--- src/rtl/uart_mmio.sv ---
`default_nettype none
// +------------------------------------------------------------------------+
// | Module      : uart_mmio                                                |
// | Description : Memory-mapped UART (8N1) with TXD/RXD/CON registers and  |
// |               a level interrupt for TX-complete and RX-data-ready.     |
// | Revision    : 1.0 - initial release                                    |
// +------------------------------------------------------------------------+
module uart_mmio #(
    parameter int          CLKS_PER_BIT = 868,
    parameter logic [31:0] BASE_ADDR    = 32'h4000_0018
) (
    input  logic        clk,
    input  logic        reset,
    input  logic [31:0] addr,
    input  logic [31:0] wdata,
    input  logic        rd,
    input  logic        wr,
    output logic [31:0] rdata,
    input  logic        uart_rx,
    output logic        uart_tx,
    output logic        irq
);

    localparam int             CNT_W     = $clog2(CLKS_PER_BIT);
    localparam logic [CNT_W-1:0] BIT_LAST  = CNT_W'(CLKS_PER_BIT - 1);
    localparam logic [CNT_W-1:0] HALF_LAST = CNT_W'(CLKS_PER_BIT / 2 - 1);
    localparam logic [CNT_W-1:0] CNT_ONE   = CNT_W'(1);

    typedef enum logic [1:0] {
        S_IDLE  = 2'd0,
        S_START = 2'd1,
        S_DATA  = 2'd2,
        S_STOP  = 2'd3
    } state_t;

    // ---------------------------------------------------------------- decode
    logic sel_txd, sel_rxd, sel_con;
    logic txd_wr, con_wr, rxd_rd, con_rd;

    assign sel_txd = (addr == BASE_ADDR);
    assign sel_rxd = (addr == BASE_ADDR + 32'd4);
    assign sel_con = (addr == BASE_ADDR + 32'd8);
    assign txd_wr  = wr & sel_txd;
    assign con_wr  = wr & sel_con;
    assign rxd_rd  = rd & sel_rxd;
    assign con_rd  = rd & sel_con;

    // Only the low byte of a TXD store and the low two bits of a CON store matter.
    logic unused_wdata;
    assign unused_wdata = ^wdata[31:8];

    // ------------------------------------------------------------- registers
    logic       tx_irq_en, rx_irq_en;
    state_t     tx_state;
    logic [CNT_W-1:0] tx_cnt;
    logic [2:0] tx_bit;
    logic [7:0] tx_shift, tx_byte;
    logic       tx_out, tx_busy, tx_done;

    logic       rx_meta, rx_s;
    state_t     rx_state;
    logic [CNT_W-1:0] rx_cnt;
    logic [2:0] rx_bit;
    logic [7:0] rx_shift, rx_data;
    logic       rx_ready, rx_overrun, frame_err;

    // Interrupt enables: a CON store touches only bits 1:0.
    always_ff @(posedge clk) begin
        if (reset) begin
            tx_irq_en <= 1'b0;
            rx_irq_en <= 1'b0;
        end else if (con_wr) begin
            tx_irq_en <= wdata[0];
            rx_irq_en <= wdata[1];
        end
    end

    // Transmitter: start/data/stop bits each held for CLKS_PER_BIT cycles.
    always_ff @(posedge clk) begin
        if (reset) begin
            tx_state <= S_IDLE;
            tx_cnt   <= '0;
            tx_bit   <= 3'd0;
            tx_shift <= 8'd0;
            tx_byte  <= 8'd0;
            tx_out   <= 1'b1;
            tx_busy  <= 1'b0;
            tx_done  <= 1'b0;
        end else begin
            // Clears first so that a set in STOP on the same edge wins.
            if (txd_wr || con_rd)
                tx_done <= 1'b0;
            case (tx_state)
                S_IDLE: begin
                    if (txd_wr) begin
                        tx_state <= S_START;
                        tx_cnt   <= '0;
                        tx_bit   <= 3'd0;
                        tx_shift <= wdata[7:0];
                        tx_byte  <= wdata[7:0];
                        tx_out   <= 1'b0;
                        tx_busy  <= 1'b1;
                    end
                end
                S_START: begin
                    if (tx_cnt == BIT_LAST) begin
                        tx_cnt   <= '0;
                        tx_state <= S_DATA;
                        tx_out   <= tx_shift[0];
                    end else begin
                        tx_cnt <= tx_cnt + CNT_ONE;
                    end
                end
                S_DATA: begin
                    if (tx_cnt == BIT_LAST) begin
                        tx_cnt <= '0;
                        if (tx_bit == 3'd7) begin
                            tx_state <= S_STOP;
                            tx_out   <= 1'b1;
                        end else begin
                            tx_bit   <= tx_bit + 3'd1;
                            tx_shift <= {1'b0, tx_shift[7:1]};
                            tx_out   <= tx_shift[1];
                        end
                    end else begin
                        tx_cnt <= tx_cnt + CNT_ONE;
                    end
                end
                S_STOP: begin
                    if (tx_cnt == BIT_LAST) begin
                        tx_cnt   <= '0;
                        tx_state <= S_IDLE;
                        tx_busy  <= 1'b0;
                        tx_done  <= 1'b1;
                    end else begin
                        tx_cnt <= tx_cnt + CNT_ONE;
                    end
                end
            endcase
        end
    end

    // Two-flop synchroniser; resets to the idle line level so no false start follows reset.
    always_ff @(posedge clk) begin
        if (reset) begin
            rx_meta <= 1'b1;
            rx_s    <= 1'b1;
        end else begin
            rx_meta <= uart_rx;
            rx_s    <= rx_meta;
        end
    end

    // Receiver: confirm start at mid-bit, then sample every CLKS_PER_BIT cycles.
    always_ff @(posedge clk) begin
        if (reset) begin
            rx_state   <= S_IDLE;
            rx_cnt     <= '0;
            rx_bit     <= 3'd0;
            rx_shift   <= 8'd0;
            rx_data    <= 8'd0;
            rx_ready   <= 1'b0;
            rx_overrun <= 1'b0;
            frame_err  <= 1'b0;
        end else begin
            // Clears first so that a set in STOP on the same edge wins.
            if (rxd_rd)
                rx_ready <= 1'b0;
            if (con_rd) begin
                rx_overrun <= 1'b0;
                frame_err  <= 1'b0;
            end
            case (rx_state)
                S_IDLE: begin
                    if (!rx_s) begin
                        rx_state <= S_START;
                        rx_cnt   <= '0;
                    end
                end
                S_START: begin
                    if (rx_cnt == HALF_LAST) begin
                        rx_cnt <= '0;
                        rx_bit <= 3'd0;
                        rx_state <= rx_s ? S_IDLE : S_DATA;
                    end else begin
                        rx_cnt <= rx_cnt + CNT_ONE;
                    end
                end
                S_DATA: begin
                    if (rx_cnt == BIT_LAST) begin
                        rx_cnt   <= '0;
                        rx_shift <= {rx_s, rx_shift[7:1]};
                        if (rx_bit == 3'd7)
                            rx_state <= S_STOP;
                        else
                            rx_bit <= rx_bit + 3'd1;
                    end else begin
                        rx_cnt <= rx_cnt + CNT_ONE;
                    end
                end
                S_STOP: begin
                    if (rx_cnt == BIT_LAST) begin
                        rx_cnt   <= '0;
                        rx_state <= S_IDLE;
                        if (rx_s) begin
                            rx_data  <= rx_shift;
                            rx_ready <= 1'b1;
                            if (rx_ready)
                                rx_overrun <= 1'b1;
                        end else begin
                            frame_err <= 1'b1;
                        end
                    end else begin
                        rx_cnt <= rx_cnt + CNT_ONE;
                    end
                end
            endcase
        end
    end

    // Load data mux; zero unless a load hits one of the three registers.
    always_comb begin
        rdata = 32'd0;
        if (rd) begin
            if (sel_txd)
                rdata = {24'd0, tx_byte};
            else if (sel_rxd)
                rdata = {24'd0, rx_data};
            else if (sel_con)
                rdata = {25'd0, frame_err, rx_overrun, tx_busy, rx_ready,
                         tx_done, rx_irq_en, tx_irq_en};
        end
    end

    assign uart_tx = tx_out;
    assign irq     = (tx_irq_en & tx_done) | (rx_irq_en & rx_ready);

endmodule
`default_nettype wire

--- config.mk ---
export PLATFORM = sky130hd
export DESIGN_NAME = uart_mmio
export DESIGN_NICKNAME = d
export VERILOG_FILES = /design/src/rtl/uart_mmio.sv
export SDC_FILE = /design/constraint.sdc
export NUM_CORES = 1
export LEC_CHECK = 0
export ABC_AREA = 1
export CAP_MARGIN = 10
export CORE_MARGIN = 4
export CORE_UTILIZATION = 50
export DETAILED_ROUTE_END_ITERATION = 10
export PLACE_DENSITY = 0.81
export RECOVER_POWER = 100
export SYNTH_ARGS = -nofsm -noshare
export SYNTH_HDL_FRONTEND = slang
export SYNTH_SLANG_ARGS = --single-unit
--- constraint.sdc ---
create_clock -name clk -period 2.15 [get_ports clk]
set_clock_uncertainty 0.1 [all_clocks]
set_input_delay 0.215 -clock clk [delete_from_list [all_inputs] [get_ports clk]]
set_output_delay 0.215 -clock clk [all_outputs]
set_load 0.01 [all_outputs]
==> results.cfg <==
[run_status]
status = complete, no violations

[worst_setup_path]
critPathKind = in2out
worst-path-stages = 13
r2r.worst_path.cells = 9
crit_family = buffers and inverters
slowest_delay_ns = 0.49
crit_chain = clkdlybuf4s50_1, inv_2, nor2_1, nand3_2, nor2_2, nand2_2, inv_2, buf_4, nand2_1, nand3_1, nand2_1, inv_1, buf_2
cp_num_buf_inv = 6
crit_fanout = 3
worstSetupStartpointType = input pin
cp_slowest_cell = clkdlybuf4s50_1
critPathRequiredTime_ns = 1.84
arrival_ns = 1.77
end_kind = output port

[job]
cap_violations = 0

[finish]
drive_gt1_share_pct = 15.2
fill_cells = 711
diodes = 0
layout.nets = 786
layout_commonest_cell = nand2_1
synthToLayoutAreaGrowth_pct = 25.3
final_cell_mix = 144 x nand2_1, 80 x inv_1, 72 x dfxtp_1, 66 x nor2_1, 51 x a21oi_1
fin_util_pct = 64.1

[die]
core_mm2 = 0.00818
die-area_mm2 = 0.00990
die_height_um = 99.5
ios = 103
die_x_um = 99.5
row_count = 33
initial_utilization_pct = 51.2

[clock_network]
cts_tree = done
cts_buffer_depth = 2
ctsHoldBuffers = 0
clkTransAtPathRegs_ns = 0.08
cts_num_sinks = 72
clock_latency_ns = 0.35
cts-root-buf = clkbuf_8
tritoncts.num_buffers = 9
h-tree-depth = 3

[drt]
drc_errors = 0
wl_um = 10400
vias = 4087
highest_layer = met4
vias_per_cell = 5.01
firstDrtPassIters = 4
wl_met2_um = 5330
wl_met3_um = 533
first_iter_violations = 210
antenna_left = 0
wl_per_cell_um = 12.7
m1WireLength_um = 4290

[timing]
hold_ws_ns = 0.319
slew_violations = 0
finalCritPeriodShare_pct = 97.0
max_freq_mhz = 480
fin_crit_ns = 2.08
hold_viol = 0
tns_ns = 0
setup_viol = 0
fin_ws_ns = 0.0652

[place]
place_hpwl_um = 7320
place_worst_setup_slack_ns = -0.421
place_congestion = 0.872
io_buffers = 54

[global_routing]
grt_usage_pct = 20.0
grt_pass1_vias = 3801
grt_pass1_wl_um = 16500
grt_max_degree = 23
grt.overflow.total = 0
antenna_found_initial = 0

[pwr]
p_seq_share_pct = 42.3
p_switching_mw = 1.14
comb_power_share_pct = 26.0
peakVddDrop_mv = 0.352
report.power.total_mw = 3.50
clkPwrFrac_pct = 31.7
p_per_area_mw_per_mm2 = 667
p_sw_share_pct = 32.7
internal_power_mw = 2.35
cellLeakagePower_nw = 2.59

[worst_hold_path]
min_path_type = reg2reg
holdPathStages = 1

[synth]
synth.avg_cell_area_um2 = 6.62
netlist_area_mm2 = 0.00418
ys_types = 42
yosysWarnings = 0
synth-seq-cells = 72
yosysSeqAreaShare_pct = 34.4
syn_inst = 632
==> path summary, 6_finish.rpt <==
| check | from | endpoint | slack, ns |
|---|---|---|---|
| max | addr[5] | rdata[2] | 0.07 |
| max reg2reg | rx_cnt[0] | rx_bit[1] | 0.29 |
| min reg2reg | rx_meta | rx_s | 0.32 |
| min | rx_meta | rx_s | 0.32 |
==> power by group through the flow <==
stage               sequential (mW)  combinational, mW  clock (mW)
finish                         1.48              0.910        1.11
global route                   1.49               1.03        1.20
CTS                            1.48              0.906        1.13
detailed placement             1.51              0.898           0
global placement               1.50              0.863           0
floorplan                      1.50              0.699           0
==> area by class of cell <==
cell class | count | area (µm²) | area share (%)
Clock buffer | 11 | 151 | 2.89
Clock inverter | 5 | 55.1 | 1.05
Inverter | 90 | 338 | 6.45
Multi-Input combinational cell | 452 | 2320 | 44.2
Sequential cell | 72 | 1440 | 27.5
Tap cell | 105 | 131 | 2.51
Timing Repair Buffer | 80 | 807 | 15.4
==> routing by layer <==
layer	GRT usage (%)	vias to the layer above
met5	0	-
met4	6.93	0
met3	4.00	30
met2	35.1	114
met1	24.3	1841
li1	-	2102
==> timing repair <==
action / in CTS / in global routing
setup buffers: 6 / 3
hold endpoints to repair: 0 / 0
resized for setup: 34 / 73
gates cloned: 0 / 0
setup endpoints to repair: 8 / 17
pin swaps: 5 / 35
==> logic make-up after synthesis <==
kind of cell | synth area share, %
other | 0.0896
AOI/OAI and AO/OA | 12.9
xor gates and xnor gates | 0.419
adders and majority gates | 3.59
DFF | 34.4
buffers and inverters | 14.8
and+or+nand+nor | 33.8
==> through the flow <==
step / instances / area, µm²
after global routing: 815 / 5240
after floorplan: 655 / 4270
final: 815 / 5240
after global placement: 791 / 4800
after CTS: 813 / 5080
after detailed placement: 791 / 4800
==> synth_stat cells (all sizes together) <==
master | number | share of area [%]
buf | 30 | 5.5
clkinv | 2 | 0.18
o21bai | 2 | 0.36
nor3 | 9 | 1.9
a21oi | 53 | 6.6
nand3b | 4 | 0.72
a31o | 1 | 0.21
nand2 | 161 | 15
o31ai | 1 | 0.18
and2 | 2 | 0.30
a21boi | 2 | 0.36
or2 | 6 | 0.90
clkbuf | 11 | 1.2
o22ai | 2 | 0.30
o21ai | 36 | 4.3
xor2 | 1 | 0.21
nand4 | 16 | 2.4
conb | 1 | 0.090
a22o | 1 | 0.21
nand3 | 34 | 4.5
inv | 88 | 7.9
o211ai | 2 | 0.36
xnor2 | 1 | 0.21
ha | 12 | 3.6
dfxtp | 72 | 34
nor2 | 82 | 7.8
==> registers in the layout, summed over array words and instances, names as in the netlist, 2 cells and up, named ones only <==
register / flops
rx_cnt: 10
tx_cnt: 10
rx_data: 8
rx_shift: 8
tx_byte: 8
tx_shift: 8
rx_bit: 3
tx_bit: 3
tx_state: 2
Note: power is estimated with default switching activity, not from simulation.
